--- config.mk ---
export PLATFORM = sky130hd
export DESIGN_NAME = gpio_pad_cfg_seq
export DESIGN_NICKNAME = d
export VERILOG_FILES = /design/src/rtl/gpio_pad_cfg_seq.sv
export SDC_FILE = /design/constraint.sdc
export NUM_CORES = 1
export LEC_CHECK = 0
export CORE_MARGIN = 3
export CORE_UTILIZATION = 33
export CTS_BUF_LIST = sky130_fd_sc_hd__clkbuf_8
export DETAILED_ROUTE_END_ITERATION = 10
export SLEW_MARGIN = 20
export SYNTH_ARGS = -nofsm -noshare
export SYNTH_HDL_FRONTEND = slang
export SYNTH_SLANG_ARGS = --single-unit
--- constraint.sdc ---
create_clock -name clk -period 2.3 [get_ports clk]
set_input_delay 0.46 -clock clk [delete_from_list [all_inputs] [get_ports clk]]
set_output_delay 0.46 -clock clk [all_outputs]
set_load 0.01 [all_outputs]
--- src/rtl/gpio_pad_cfg_seq.sv ---
// Pad-ring configuration sequencer: holds one config word per pad and shifts
// the whole set into the pad configuration chain, then pulses a load strobe.
module gpio_pad_cfg_seq #(
  parameter int                   NUM_PADS  = 8,
  parameter int                   CFG_WIDTH = 8,
  parameter logic [CFG_WIDTH-1:0] CFG_RESET = 8'h11,
  parameter int                   CLK_DIV   = 2,
  parameter int                   ADDR_W    = (NUM_PADS > 1) ? $clog2(NUM_PADS) : 1
) (
  input  logic                 clk,
  input  logic                 rst_n,
  input  logic                 cfg_we,
  input  logic [ADDR_W-1:0]    cfg_addr,
  input  logic [CFG_WIDTH-1:0] cfg_wdata,
  output logic [CFG_WIDTH-1:0] cfg_rdata,
  output logic                 cfg_err,
  input  logic                 apply_req,
  output logic                 apply_busy,
  output logic                 apply_done,
  output logic                 ser_clk,
  output logic                 ser_data,
  output logic                 ser_load
);

  localparam int TOTAL_BITS = NUM_PADS * CFG_WIDTH;
  localparam int CNT_W      = (TOTAL_BITS > 1) ? $clog2(TOTAL_BITS) : 1;
  localparam int DIV_W      = (CLK_DIV > 1) ? $clog2(CLK_DIV) : 1;
  localparam logic [CNT_W-1:0] LAST_BIT = CNT_W'(TOTAL_BITS - 1);
  localparam logic [DIV_W-1:0] DIV_LAST = DIV_W'(CLK_DIV - 1);

  typedef enum logic [2:0] {
    IDLE,
    SHIFT_LO,
    SHIFT_HI,
    LOAD,
    DONE
  } state_t;

  state_t                state;
  logic [CFG_WIDTH-1:0]  words [NUM_PADS];
  logic [TOTAL_BITS-1:0] words_flat;
  logic [TOTAL_BITS-1:0] next_flat;
  logic [TOTAL_BITS-1:0] snap;
  logic [CNT_W-1:0]      bit_cnt;
  logic [DIV_W-1:0]      div_cnt;
  logic                  pending;
  logic                  addr_hit;
  logic                  wr_ok;
  logic                  div_end;

  always_comb begin
    addr_hit  = 1'b0;
    cfg_rdata = '0;
    for (int i = 0; i < NUM_PADS; i++) begin
      if (cfg_addr == ADDR_W'(i)) begin
        addr_hit  = 1'b1;
        cfg_rdata = words[i];
      end
    end
  end

  assign wr_ok   = cfg_we && (state == IDLE) && addr_hit;
  assign div_end = (div_cnt == DIV_LAST);

  // next_flat folds in a same-cycle write so a write+apply shifts the new value
  always_comb begin
    words_flat = '0;
    next_flat  = '0;
    for (int i = 0; i < NUM_PADS; i++) begin
      words_flat[i*CFG_WIDTH +: CFG_WIDTH] = words[i];
      next_flat[i*CFG_WIDTH +: CFG_WIDTH]  =
        (wr_ok && (cfg_addr == ADDR_W'(i))) ? cfg_wdata : words[i];
    end
  end

  always_ff @(posedge clk or negedge rst_n) begin
    if (!rst_n) begin
      for (int i = 0; i < NUM_PADS; i++) words[i] <= CFG_RESET;
    end else if (wr_ok) begin
      for (int i = 0; i < NUM_PADS; i++) begin
        if (cfg_addr == ADDR_W'(i)) words[i] <= cfg_wdata;
      end
    end
  end

  always_ff @(posedge clk or negedge rst_n) begin
    if (!rst_n) cfg_err <= 1'b0;
    else        cfg_err <= cfg_we && !wr_ok;
  end

  always_ff @(posedge clk or negedge rst_n) begin
    if (!rst_n) begin
      state      <= IDLE;
      snap       <= '0;
      bit_cnt    <= '0;
      div_cnt    <= '0;
      pending    <= 1'b0;
      apply_busy <= 1'b0;
      apply_done <= 1'b0;
      ser_clk    <= 1'b0;
      ser_data   <= 1'b0;
      ser_load   <= 1'b0;
    end else begin
      case (state)
        IDLE: begin
          pending <= 1'b0;
          if (apply_req) begin
            state      <= SHIFT_LO;
            snap       <= next_flat;
            bit_cnt    <= LAST_BIT;
            div_cnt    <= '0;
            apply_busy <= 1'b1;
            ser_clk    <= 1'b0;
            ser_data   <= next_flat[LAST_BIT];
          end
        end
        SHIFT_LO: begin
          if (apply_req) pending <= 1'b1;
          if (div_end) begin
            state   <= SHIFT_HI;
            div_cnt <= '0;
            ser_clk <= 1'b1;
          end else begin
            div_cnt <= div_cnt + 1'b1;
          end
        end
        SHIFT_HI: begin
          if (apply_req) pending <= 1'b1;
          if (div_end) begin
            div_cnt <= '0;
            ser_clk <= 1'b0;
            if (bit_cnt == '0) begin
              state    <= LOAD;
              ser_load <= 1'b1;
            end else begin
              state    <= SHIFT_LO;
              bit_cnt  <= bit_cnt - 1'b1;
              ser_data <= snap[bit_cnt - 1'b1];
            end
          end else begin
            div_cnt <= div_cnt + 1'b1;
          end
        end
        LOAD: begin
          if (apply_req) pending <= 1'b1;
          if (div_end) begin
            state      <= DONE;
            div_cnt    <= '0;
            ser_load   <= 1'b0;
            apply_done <= 1'b1;
          end else begin
            div_cnt <= div_cnt + 1'b1;
          end
        end
        DONE: begin
          apply_done <= 1'b0;
          pending    <= 1'b0;
          // A request arriving in this last busy cycle coalesces into the re-run
          if (pending || apply_req) begin
            state    <= SHIFT_LO;
            snap     <= words_flat;
            bit_cnt  <= LAST_BIT;
            div_cnt  <= '0;
            ser_data <= words_flat[LAST_BIT];
          end else begin
            state      <= IDLE;
            apply_busy <= 1'b0;
          end
        end
        default: begin
          state      <= IDLE;
          apply_busy <= 1'b0;
          apply_done <= 1'b0;
          ser_clk    <= 1'b0;
          ser_load   <= 1'b0;
        end
      endcase
    end
  end

endmodule

; ---- After elaboration in Yosys (flattened, before gate mapping)
; Index checks and enable logic that the tools add are counted.
[classes]
add_sub_neg = 2
n_mul = 0
n_div = 0
n_lt_le_gt_ge = 1
n_eq_ne = 20
n_shift = 0
mux = 61
bitwise_logic = 4
reduce_logical = 42
[op_table]
columns = operator, n
row1 = $mux 64, 2
row2 = $mux 8, 16
row3 = $pmux 64 s2, 1
row4 = $mux 6, 4
row5 = $mux 1, 23
row6 = $reduce_and 2->1, 10
row7 = $pmux 6 s3, 1
row8 = $ne 2x2->1 const B, 8
row9 = $eq 3x3->1 const B, 5
row10 = $pmux 3 s5, 1
row11 = $eq 3x2->1 const B, 4
row12 = $mux 3, 4
row13 = $pmux 1 s3, 4
row14 = $reduce_and 4->1, 3
row15 = $logic_and 1x1->1, 11
row16 = $reduce_and 3->1, 3
row17 = $reduce_or 3->1, 3
row18 = $lt 6x7->1 const B, 1
row19 = $bmux 1 s6, 1
row20 = $eq 3x1->1 const B, 2
row21 = $logic_not 3->1, 2
row22 = $logic_not 6->1, 1
row23 = $reduce_bool 3->1, 2
row24 = $sub 6x1->6 const B, 1
row25 = 11 further kinds, 17
[totals]
ff_bits = 145
latchBits = 0
ramBits = 0
romBits = 0
output_inout_bits = 14
elab_cells = 149
memories = 0

; ---- Depth between registers and ports, before layout
; Gate-level depths: netlist of the first run.
[logic_depth]
word_depth = 14
depth_mapped = 10

; ---- Worst setup path after synthesis of the first run
; OpenSTA, ideal clock, no wires.
[synth_timing]
path_type = register to register
start = register bit_cnt[0]
end = register ser_data
arrival_ns = 2.357
setup_slack_ns = -0.189
path_stages_with_launch = 11
synth_period_minus_slack_ns = 2.489
path_cell_list = dfrtp_1 > buf_2 > inv_1 > ha_1 > clkbuf_1 > buf_2 > mux4_2 > mux2_2 > nand3_1 > o211a_1 > o221ai_2
[synth_between]
elab_chain_cells = 6
[synth_lines]
columns = element, line_no
row1 = from (decl), 44  ; logic [CNT_W-1:0] bit_cnt;
row2 = from (signal assigned), 137  ; bit_cnt <= bit_cnt - 1'b1;
row3 = $sub 6x1->6, 138  ; ser_data <= snap[bit_cnt - 1'b1];
row4 = $bmux 1 s6, 138
row5 = $mux 1 (implied by the code), 138
row6 = $mux 1, 132  ; if (bit_cnt == '0) begin
row7 = $mux 1, 129  ; if (div_end) begin
row8 = $pmux 1 s3, 104  ; case (state)
row9 = to (signal assigned), 114  ; ser_data <= next_flat[LAST_BIT];
row10 = to (signal assigned), 138
row11 = to (signal assigned), 164  ; ser_data <= words_flat[LAST_BIT];
row12 = to (decl), 21  ; output logic ser_data,
; Parallel ways exist; a longest one is shown, timed or not. The select of a mux whose other input is x is not followed.
; A chain may end at the register's enable or synchronous reset.

; ---- Final worst setup path of the first run
[layout_timing]
start = register words[6] (netlist bit)
end = output cfg_rdata[6]
[layout_between]
elab_chain_cells = 1
[layout_lines]
columns = element, line_no
row1 = from (decl), 40  ; logic [CFG_WIDTH-1:0] words [NUM_PADS];
row2 = "from (signal, indexed assignment)", 81  ; if (cfg_addr == ADDR_W'(i)) words[i] <= cfg_wdata;
row3 = $mux 8, 55  ; if (cfg_addr == ADDR_W'(i)) begin
row4 = to (decl), 15  ; output logic [CFG_WIDTH-1:0] cfg_rdata,
; Every way passes these cells.

==> results of run 1 <==
layer usage:
| metal | wire, µm | up-vias | GRT usage, % |
|---|---|---|---|
| met4 | 237 | 0 | 4.12 |
| met2 | 7970 | 76 | 25.2 |
| li1 | - | 1785 | - |
| met1 | 7530 | 2152 | 21.6 |
| met3 | 541 | 14 | 3.19 |
| met5 | 0 | - | 0 |
kinds of logic after synthesis:
logic type | count (synthesis)
simple gates | 47
flops | 145
compound gates | 40
mux | 174
buf+inv | 31
xor+xnor | 5
fa+ha+maj | 1
critical path, cell delays in order, from the launching register on:
cell and delay [ps]:
sky130_fd_sc_hd__dfrtp_1 420, sky130_fd_sc_hd__mux4_2 480, sky130_fd_sc_hd__mux2_2 290, sky130_fd_sc_hd__buf_2 150
metrics by stage:
step                hold WS, ps  cells  worst slack [ps]  power, mW  utilization (%)
floorplan                   164    443              24.1       2.70                -
global placement            430    747              -649       2.84             38.7
detailed placement          438    747              -664       2.85             38.7
CTS                         488    784              9.17       5.08             41.2
global route                510    784              8.40       5.22             41.3
finish                      495    784              55.5       5.02             41.3
power breakdown:
group | leakage [nW] | internal, mW | switching [mW]
Combinational | 1.72 | 0.101 | 0.126
Sequential | 1.92 | 2.57 | 0.0142
Clock | 0.219 | 1.11 | 1.10
how the worst max path moves through the flow:
stage / start / endpoint / slack (ps) / cells past startpoint
finish: words[6] / cfg_rdata[6] / 60 / 3
global placement: cfg_addr[0] / cfg_rdata[6] / -650 / 5
CTS: words[39] / cfg_rdata[7] / 9 / 3
global route: words[57] / cfg_rdata[1] / 8 / 3
floorplan: cfg_addr[0] / cfg_rdata[1] / 20 / 4
detailed placement: cfg_addr[0] / cfg_rdata[7] / -660 / 5
registers in the layout, indices dropped and copies added, names as in the netlist:
| register | count |
|---|---|
| div_cnt | 1 |
| bit_cnt | 6 |
| words | 64 |
| pending | 1 |
| ser_clk | 1 |
| apply_busy | 1 |
| snap | 64 |
| ser_data | 1 |
| cfg_err | 1 |
| state | 3 |
| apply_done | 1 |
| ser_load | 1 |
synth_stat cells (3+ instances only):
cell type and instances:
sky130_fd_sc_hd__dfrtp_1 129, sky130_fd_sc_hd__a31oi_1 4, sky130_fd_sc_hd__a21oi_1 10, sky130_fd_sc_hd__nor2_1 9, sky130_fd_sc_hd__mux4_2 32, sky130_fd_sc_hd__buf_2 9, sky130_fd_sc_hd__nand2b_1 4, sky130_fd_sc_hd__o21ai_0 6
sky130_fd_sc_hd__inv_1 5, sky130_fd_sc_hd__mux2_2 128, sky130_fd_sc_hd__dfstp_2 16, sky130_fd_sc_hd__clkbuf_1 13, sky130_fd_sc_hd__o31ai_1 3, sky130_fd_sc_hd__mux2_1 9, sky130_fd_sc_hd__mux2i_1 4, sky130_fd_sc_hd__nand2_1 8
layout make-up:
type	instances	area (µm²)
well taps	265	332
inverters	5	18.8
fillers	1867	11600
multi-input cells	267	3020
repair buffers	70	716
clock buffers	17	234
flip-flops and latches	145	3650
clock inverters	15	196
timing repair:
action | 4_1_cts | 5_1_grt
hold buffers | 1 | 0
setup endpoints to repair | 9 | 34
cloned | 2 | 0
hold endpoints to repair | 46 | 0
gates resized for setup | 43 | 8
setup buffers | 2 | 0
pin swaps | 0 | 1
==> run summary, run 1 <==
The flow ran to the end, and the final reports show no timing, DRC or antenna violations. The data required time of the worst path was 1840 ps. The tools report the number of buffers created by CTS as 17. TritonCTS built the clock tree. The count of inserted antenna diode cells came out at 0. Setup repair after global routing left no endpoint under its margin. The post-CTS clock slew at the launch and capture registers of the worst setup and hold paths is 80 ps.

The floorplan has 51 rows. Leaving out fill and tap cells, the most frequent cell in the layout is sky130_fd_sc_hd__dfrtp_1. After the first detailed-routing iteration, the DRC count stood at 240.

After detailed placement, the total cell area comes to 7650 µm². The number of synthesized register bits is 145. Sorting the synthesized cells by area gives the leading types as sky130_fd_sc_hd__dfrtp_1 (48%), sky130_fd_sc_hd__mux2_2 (21%), sky130_fd_sc_hd__mux4_2 (11%). The routed wire length came out at 16.3 mm. The share of cells above drive strength 1 came out at 54.1%. The first global-routing pass estimated 26.1 mm of wire. IR analysis of the VDD net gives a maximum drop of 433 µV. The top cell type by area accounts for 47.7% of the synthesized area. The number of instances on the worst hold path was 1; the XOR/XNOR share of the synthesized area was 0.757%. The count of endpoints failing hold in the final timing report was 0. Among all flip-flop cells after synthesis, the most frequent one is sky130_fd_sc_hd__dfrtp_1. The H-tree was split into 4 levels. Die height: 149 µm. Startpoint type of the worst setup path: a flip-flop. For the number of I/O pins, the log shows 29. The placer's final routability congestion estimate came out at 0.818.

The worst register-to-register path begins at state[0]. The clock latency on the worst-skew pair was 460 ps; the maximum fanout along the worst path was 2. STA classifies the critical path endpoint as an output port. Dividing the detail-routed wire length by the instance count gives 20.8 µm.

The root cell of the clock tree is sky130_fd_sc_hd__clkbuf_8. Summed over all instances, the cell type with the most area after synthesis is sky130_fd_sc_hd__dfrtp_1. The die is 149 µm wide. In this run, synthesis inferred 0 flip-flops with an integrated enable.

The area growth from synthesis to layout is 20.6%. The final route contains 4,027 vias. The run gives 0 as the final setup violation count.

The yosys synthesis warning count was 0. The capture instance of the worst register-to-register path is snap[43]. The cell count after synthesis was 443; the average instance area after synthesis was 15.3 µm². The tree built by TritonCTS fans out to 145 sinks. The logs give 522 for the count of nets after finishing and 53.9% for the sequential fraction of the synthesis area. The startpoint of the worst hold path is apply_done.

After detailed routing, the number of remaining DRC violations is 0. The reg-to-reg setup timing slack is 140 ps. For the final standard cell area without fillers, the log shows 8170 µm². The count of final max-slew check failures was 0. The logs give 53.0% for the worst-case headroom to the max-slew limit and 1780 ps for the arrival time of data at the critical path endpoint. The worst-case hold path end point was apply_done. The top cell types in the final layout, fill and taps aside, are sky130_fd_sc_hd__dfrtp_1 (129), sky130_fd_sc_hd__mux2_2 (125), sky130_fd_sc_hd__mux4_2 (32), sky130_fd_sc_hd__buf_4 (32).

The slew at the pin closest to its max-slew limit is 704 ps. In this run the power density over the cells is 615 nW/µm². The setup path with the least slack is of type flip-flop to output port. After Yosys synthesis, and, or, nand and nor cells account for 4.84% of the synthesized area. The maximum clock path buffer count is 2, and the total half-perimeter wirelength after legalization and detailed placement is 11.3 mm.

The tools report the initial cell density of the core as 34.2%. The initial antenna violation count is 0, and the via count normalized by instance count is 5.14. The run gives 0 as the total congestion overflow.

The main combinational cell family by area after synthesis is multiplexers. The logs give 4,340 for the via count of the first global-routing pass and 4 for the number of iterations in the first detailed-routing pass. Summing the areas of all compound-gate instances in the mapped netlist gives 4.08% of the synthesized area. The part of the cycle the worst path needs works out to 97.6%.

The path class of the tightest hold or removal check is flip-flop to flip-flop. The run gives 446 MHz as the maximum operating frequency. The depth of the most critical reg-to-reg path is 7. The core region is 19,800 µm².

Global routing used 15.6% of the available tracks across all layers. Across the routed clock network, the largest skew measured is 16.7 ps. The synthesized netlist net count was 459; the post-synthesis cell type count was 59. The async set-reset flop share out of synthesis is 100%, and the post-synth design cell area is 6770 µm². The largest net degree at the start of global routing is 52, and the die outline area is 22,300 µm². Of the total synthesized cell area, the portion taken by full adders, half adders and majority gates is 0.185%. For the accumulated negative setup slack, the log shows 0 ps. The max-capacitance violation count was 0. The share of synthesized area spent on multiplexers is 34.2%, and the final antenna-violating net count is 0.

The number of buffers inserted by port buffering was 28; the minimum period implied by the final worst setup slack was 2240 ps. The run gives 3.85 nW as the standby leakage power.
No activity file was read; power rests on OpenSTA's default activity.
==> run 2, diff against run 1 <==
--- a/config.mk
+++ b/config.mk
@@ -9,6 +9,8 @@
 export CORE_UTILIZATION = 33
 export CTS_BUF_LIST = sky130_fd_sc_hd__clkbuf_8
 export DETAILED_ROUTE_END_ITERATION = 10
+export PLACE_DENSITY = 0.48
+export SKIP_CTS_REPAIR_TIMING = 1
 export SLEW_MARGIN = 20
 export SYNTH_ARGS = -nofsm -noshare
 export SYNTH_HDL_FRONTEND = slang
==> run summary, run 2 (synthesis gave the netlist of run 1 again) <==
The logs give 51 (unchanged) for the floorplan row count and 0 ps (unchanged) for the accumulated negative setup slack. The x dimension of the die was 149 µm (unchanged); the via count normalized by instance count was 5.00 (was 5.14). For the via count of the first global-routing pass, the log shows 4,467 (was 4,340). Number of I/O pins: 29 (unchanged).

Most used cells in the layout excluding fill and tap cells: sky130_fd_sc_hd__dfrtp_1 (129), sky130_fd_sc_hd__mux2_2 (127), sky130_fd_sc_hd__buf_4 (45) (was sky130_fd_sc_hd__dfrtp_1 (129), sky130_fd_sc_hd__mux2_2 (125), sky130_fd_sc_hd__mux4_2 (32), sky130_fd_sc_hd__buf_4 (32)). The clock latency on the worst-skew pair came out at 450 ps (was 460 ps). The startpoint type of the worst setup path was a primary input (was a flip-flop). The logs give 22.7% (was 21.6%) for the routing usage on met1 and -466 ps (was -664 ps) for the post-placement setup slack. The depth of the most critical reg-to-reg path is 7 (unchanged). The met3 usage is 3.59% (was 3.19%), and the standby leakage power is 3.91 nW (was 3.85 nW).

The via count of the routed design was 3,996 (was 4,027); the maximum fanout along the worst path was 8 (was 2). The worst-case hold path end point was apply_done (unchanged). The worst setup skew after layout is 12.1 ps (was 16.7 ps).

The combined buffer and inverter count along the critical path was 3 (was 1); the data required time of the worst path was 2640 ps (was 1840 ps). The slew at the pin closest to its max-slew limit is 752 ps (was 704 ps). The share of cells above drive strength 1 was 53.6% (was 54.1%). The number of instances on the worst hold path is 1 (unchanged). Leading registers by flop count: snap (64), words (64), bit_cnt (6) (unchanged).

Setup repair after global routing could not meet its margin everywhere. The die height was 149 µm (unchanged); the number of inserted filler cells in the final layout was 1,860 (was 1,867). The startpoint of the worst hold path is apply_done (unchanged).

The run gives 20 ps (was 140 ps) as the reg-to-reg setup timing slack. Initial antenna violation count: 0 (unchanged). The tools report the routed wire length as 16.7 mm (was 16.3 mm). The maximum resistive drop on vdd came out at 313 µV (was 433 µV). The endpoint type of the worst setup path was a flip-flop (was an output port). The arrival time of data at the critical path endpoint is 2620 ps (was 1780 ps). The minimum period implied by the final worst setup slack came out at 2280 ps (was 2240 ps). The tools report the count of inserted antenna diode cells as 0 (unchanged). Ordered list of cells on the worst path: clkdlybuf4s50_1 -> nor4b_2 -> buf_4 -> buf_4 -> and2_1 -> nand3b_2 -> mux2_2 -> mux2_2 (was mux4_2 -> mux2_2 -> buf_2). The final setup violation count came out at 0 (unchanged). The run gives 58 (was 52) as the largest net degree at the start of global routing.

The total half-perimeter wirelength after legalization and detailed placement was 11.7 mm (was 11.3 mm); the die outline area was 22,300 µm² (unchanged). Slowest cell on the critical path: sky130_fd_sc_hd__clkdlybuf4s50_1 (was sky130_fd_sc_hd__mux4_2). The part of the cycle the worst path needs works out to 99.2% (was 97.6%). The count of final max-slew check failures is 0 (unchanged).

The flow ran to the end, and the final reports show no timing, DRC or antenna violations. The capture instance of the worst register-to-register path is snap[40] (was snap[43]). The core box area is 19,800 µm² (unchanged).

The logs give 4.63 mW (was 5.02 mW) for the overall power consumption and 0.715 (was 0.818) for the placer's final routability congestion estimate. The number of buffers inserted by port buffering came out at 28 (unchanged). The run gives 4 (unchanged) as the depth of the CTS H-tree. Most crowded layer after global routing: met2 (unchanged). The cell area power density was 567 nW/µm² (was 615 nW/µm²). Delay of the slowest cell on the worst path: 480 ps (about the same). Count of nets after finishing: 537 (was 522).

The overall fraction of global-route tracks in use is 15.8% (was 15.6%). The average routed wire per standard cell works out to 20.8 µm (about the same). The critical setup path kind was primary input to flip-flop (was flip-flop to output port).

The worst-case headroom to the max-slew limit is 49.8% (was 53.0%). Count of endpoints failing hold in the final timing report: 0 (unchanged). The global-route track usage on met2 is 24.4% (was 25.2%), and the post-CTS clock slew at the launch and capture registers of the worst setup and hold paths is 80 ps (about the same).

The number of sinks handled by clock tree synthesis was 145 (unchanged). The family with the most delay on the worst path was buffers and inverters (was multiplexers). The reg-to-reg critical path startpoint was state[1] (was state[0]). Number of buffers created by CTS: 17 (unchanged).

The logs give 18.8 ps (was 55.5 ps) for the smallest setup slack after layout and 487 ps (was 495 ps) for the worst hold margin. The initial cell density of the core is 34.2% (unchanged). The run gives 0 (unchanged) as the DRC violation count after routing.

The DRC marker count from the first detailed-route iteration was 184 (was 240). The type of the most critical hold path is flip-flop to flip-flop (unchanged). The root cell of the clock tree was sky130_fd_sc_hd__clkbuf_8 (unchanged). The tools report the maximum clock path buffer count as 2 (unchanged).

For the maximum operating frequency, the log shows 438 MHz (was 446 MHz). TritonCTS built the clock tree. The commonest non-fill, non-tap cell in the layout was sky130_fd_sc_hd__dfrtp_1 (unchanged).

The final antenna-violating net count came out at 0 (unchanged). The synthesis-to-finish area growth was 20.5% (was 20.6%); the max-capacitance violation count was 0 (unchanged). The logs give 0 (unchanged) for the total congestion overflow and 26.3 mm (was 26.1 mm) for the global-route wire length before repair. Number of iterations in the first detailed-routing pass: 4 (unchanged).
## run 2: changes by cell type in the layout (fill, tap and decap cells not counted), sizes merged
cell	previous run	this run
clkbuf	17	27
clkinv	2	3
bufinv	3	1
buf	50	57
bufbuf	1	0
clkdlybuf4s15	1	0
clkinvlp	1	2
dlymetal6s2s	0	2
inv	14	12
## run 2: how the worst max path moves through the flow
| stage | to | slack (ps) | start | cells after the start |
|---|---|---|---|---|
| finish | snap[40] | 20 | cfg_we | 8 |
| global route | snap[55] | -80 | state[1] | 7 |
| CTS | cfg_rdata[3] | -440 | cfg_addr[1] | 5 |
| detailed placement | snap[24] | -470 | cfg_we | 9 |
| global placement | cfg_rdata[5] | -430 | cfg_addr[1] | 5 |
| floorplan | cfg_rdata[1] | 20 | cfg_addr[0] | 4 |
## run 2: final cells by class
cell class              count  area, µm²  area share, %
inverters                   5       18.8          0.230
multi-input cells         267       3010           36.9
clock inverters            13       86.3           1.06
flip-flops and latches    145       3650           44.7
well taps                 265        332           4.06
clock buffers              19        262           3.20
repair buffers             85        802           9.83
## run 2: worst register-to-register path, stage by stage, from the launching register on
cell                       delay [ps]
sky130_fd_sc_hd__dfrtp_1          410
sky130_fd_sc_hd__nor4b_2          310
sky130_fd_sc_hd__buf_4            180
sky130_fd_sc_hd__buf_4            110
sky130_fd_sc_hd__and2_1           190
sky130_fd_sc_hd__nand3b_2         300
sky130_fd_sc_hd__mux2_2           410
sky130_fd_sc_hd__mux2_2           260
## run 2: power breakdown
| group | internal, mW | total, mW | switching (mW) |
|---|---|---|---|
| registers | 2.57 | 2.58 | 0.0113 |
| logic | 0.105 | 0.235 | 0.130 |
| clock network | 0.878 | 1.81 | 0.935 |
| total | 3.55 | 4.63 | 1.08 |
## run 2: layer usage
layer | part of all wire [%] | vias up | wire (µm)
met5 | 0 | - | 0
met4 | 1.0 | 0 | 171
met3 | 2.6 | 15 | 436
met2 | 47 | 53 | 7760
met1 | 50 | 2096 | 8290
li1 | - | 1832 | -
## run 2: per-stage QoR
stage          std cells  utilization [%]  instance area [µm²]
6_report             799             41.3                 8160
5_1_grt              799             41.3                 8160
4_1_cts              785             40.6                 8040
3_5_place_dp         753             38.9                 7690
3_3_place_gp         753             38.9                 7690
2_1_floorplan        443                -                 6780
==> run 3, diff against run 2 <==
--- a/config.mk
+++ b/config.mk
@@ -5,9 +5,9 @@
 export SDC_FILE = /design/constraint.sdc
 export NUM_CORES = 1
 export LEC_CHECK = 0
-export CORE_MARGIN = 3
 export CORE_UTILIZATION = 33
 export CTS_BUF_LIST = sky130_fd_sc_hd__clkbuf_8
+export CTS_CLUSTER_SIZE = 12
 export DETAILED_ROUTE_END_ITERATION = 10
 export PLACE_DENSITY = 0.48
 export SKIP_CTS_REPAIR_TIMING = 1
==> run summary, run 3 (synthesis gave the netlist of run 1 again) <==
The flow ran to the end, and the final reports show no timing, DRC or antenna violations. The count of nets after finishing is 532 (was 537). Average routed wire per standard cell: 21.2 µm (was 20.8 µm). The commonest non-fill, non-tap cell in the layout is sky130_fd_sc_hd__dfrtp_1 (unchanged). The DRC violation count after routing is 0 (unchanged).

The worst setup skew after layout was 9.76 ps (was 12.1 ps). The synthesis-to-finish area growth came out at 23.1% (was 20.5%). Slowest cell on the critical path: sky130_fd_sc_hd__clkdlybuf4s50_1 (unchanged). The startpoint of the worst hold path was apply_done (unchanged).

The core box area is 20,200 µm² (was 19,800 µm²). The reg-to-reg setup timing slack is 60 ps (was 20 ps), and the number of I/O pins is 29 (unchanged). The tools report the reg-to-reg critical path startpoint as bit_cnt[0] (was state[1]).

The tools report the standard cell area after detailed placement as 7690 µm² (about the same). The combined area of the multi-input logic cells came out at 3050 µm² (was 3010 µm²). The startpoint type of the worst setup path is a primary input (unchanged). Slew at the pin closest to its max-slew limit: 690 ps (was 752 ps). The logs give 1,871 (was 1,860) for the number of inserted filler cells in the final layout and 4 (unchanged) for the number of iterations in the first detailed-routing pass.

The depth of the most critical reg-to-reg path is 7 (unchanged), and the maximum clock path buffer count is 2 (unchanged). The standby leakage power was 3.98 nW (was 3.91 nW). The run gives 53.9% (was 49.8%) as the worst-case headroom to the max-slew limit.

The overall fraction of global-route tracks in use is 17.1% (was 15.8%), and the largest net degree at the start of global routing is 51 (was 58). The placer's final routability congestion estimate came out at 0.764 (was 0.715). The post-route non-filler standard cell count was 799 (unchanged); the initial antenna violation count was 0 (unchanged). The run gives 4,340 (was 4,467) as the via count of the first global-routing pass. Capture instance of the worst register-to-register path: ser_data (was snap[40]). The tools report the accumulated negative setup slack as 0 ps (unchanged). The root cell of the clock tree is sky130_fd_sc_hd__clkbuf_8 (unchanged). The critical setup path kind was primary input to output port (was primary input to flip-flop). For the max-capacitance violation count, the log shows 0 (unchanged).

The run gives 0 (unchanged) as the count of inserted antenna diode cells. The initial cell density of the core was 33.6% (was 34.2%); the maximum resistive drop on vdd was 298 µV (was 313 µV). The run gives 443 MHz (was 438 MHz) as the maximum operating frequency. The via count of the routed design was 4,018 (was 3,996); the total congestion overflow was 0 (unchanged). The x dimension of the die is 145 µm (was 149 µm). The part of the cycle the worst path needs works out to 98.0% (was 99.2%). Number of buffers inserted by port buffering: 28 (unchanged). The type of the most critical hold path is flip-flop to flip-flop (unchanged).

The post-CTS clock slew at the launch and capture registers of the worst setup and hold paths is 80 ps (about the same), and the clock latency on the worst-skew pair is 450 ps (about the same). The share of cells above drive strength 1 works out to 54.3% (was 53.6%). The tools report the count of final max-slew check failures as 0 (unchanged). Setup repair after global routing left no endpoint under its margin. The maximum fanout along the worst path is 6 (was 8). The number of buffers created by CTS came out at 17 (unchanged). The number of instances on the worst hold path is 1 (unchanged). The endpoint type of the worst setup path is an output port (was a flip-flop).

The floorplan row count was 52 (was 51); the via count normalized by instance count was 5.03 (was 5.00). Count of endpoints failing hold in the final timing report: 0 (unchanged). For the final antenna-violating net count, the log shows 0 (unchanged).

Ordered list of cells on the worst path: clkdlybuf4s50_1 -> buf_4 -> mux2_2 -> dlymetal6s2s_1 (was clkdlybuf4s50_1 -> nor4b_2 -> buf_4 -> buf_4 -> and2_1 -> nand3b_2 -> mux2_2 -> mux2_2). The depth of the CTS H-tree came out at 4 (unchanged). The cell area power density was 637 nW/µm² (was 567 nW/µm²). Most used cells in the layout excluding fill and tap cells: sky130_fd_sc_hd__dfrtp_1 (129), sky130_fd_sc_hd__mux2_2 (126), sky130_fd_sc_hd__buf_4 (39) (was sky130_fd_sc_hd__dfrtp_1 (129), sky130_fd_sc_hd__mux2_2 (127), sky130_fd_sc_hd__buf_4 (45)). The storage element area came out at 3650 µm² (unchanged). The minimum period implied by the final worst setup slack came out at 2250 ps (was 2280 ps).

Leading registers by flop count: snap (64), words (64), bit_cnt (6) (unchanged). The total half-perimeter wirelength after legalization and detailed placement came out at 11.7 mm (about the same). The final standard cell area without fillers came out at 8340 µm² (was 8160 µm²). The logs give 26.7 mm (was 26.3 mm) for the global-route wire length before repair and 1840 ps (was 2640 ps) for the data required time of the worst path. The number of sinks handled by clock tree synthesis is 145 (unchanged), and the routed wire length is 17.0 mm (was 16.7 mm).

The logs give 5.31 mW (was 4.63 mW) for the overall power consumption and 1790 ps (was 2620 ps) for the arrival time of data at the critical path endpoint. The tools report the worst hold margin as 484 ps (was 487 ps). For the final setup violation count, the log shows 0 (unchanged).

The worst-case hold path end point was apply_done (unchanged). The DRC marker count from the first detailed-route iteration was 152 (was 184); the die height was 145 µm (was 149 µm). The delay of the slowest cell on the worst path works out to 610 ps (was 480 ps). The number of placed instances, taps included is 756 (was 753). TritonCTS built the clock tree. Die outline area: 21,100 µm² (was 22,300 µm²).
==> run 3: cell types whose count changed in the layout (fill, tap and decap cells not counted), sizes merged <==
cell          previous run  this run
clkbuf                  27        25
clkinv                   3         1
dlymetal6s2s             2         3
inv                     12         9
buf                     57        52
bufinv                   1         7
==> run 3: cell type report <==
| type | instances | area share [%] |
|---|---|---|
| clock buffers | 18 | 2.97 |
| clock inverters | 14 | 2.94 |
| multi-input cells | 267 | 36.5 |
| well taps | 270 | 4.05 |
| repair buffers | 80 | 9.52 |
| flip-flops and latches | 145 | 43.8 |
| inverters | 5 | 0.225 |
==> run 3: worst max path at each step <==
stage	to	startpoint	depth (start not counted)
detailed placement	snap[29]	cfg_we	9
CTS	cfg_rdata[3]	cfg_addr[1]	5
finish	cfg_rdata[4]	cfg_addr[2]	4
global placement	cfg_rdata[5]	cfg_addr[1]	5
floorplan	cfg_rdata[1]	cfg_addr[0]	4
global route	ser_data	bit_cnt[0]	7
==> run 3: power by group <==
group	switching [mW]	internal, mW
logic	0.129	0.0918
clock network	0.989	1.52
registers	0.0119	2.57
total	1.13	4.18
==> run 3: critical path: cells and delay by family <==
kind | cells | cell delay (ps)
buf+inv | 3 | 1000
mux | 1 | 340
==> run 3: metal layers <==
metal	part of all wire (%)	vias up	GRT usage (%)
met5	0	-	0
met4	0.70	0	4.26
met3	2.1	9	3.62
met2	47	41	26.6
met1	50	2162	24.2
li1	-	1806	-
==> run 3: metrics by stage <==
stage          setup slack (ps)  util, %
2_1_floorplan              24.1        -
4_1_cts                    -425     40.6
3_3_place_gp               -431     38.1
5_1_grt                    1.02     41.3
6_report                   45.0     41.3
3_5_place_dp               -447     38.1
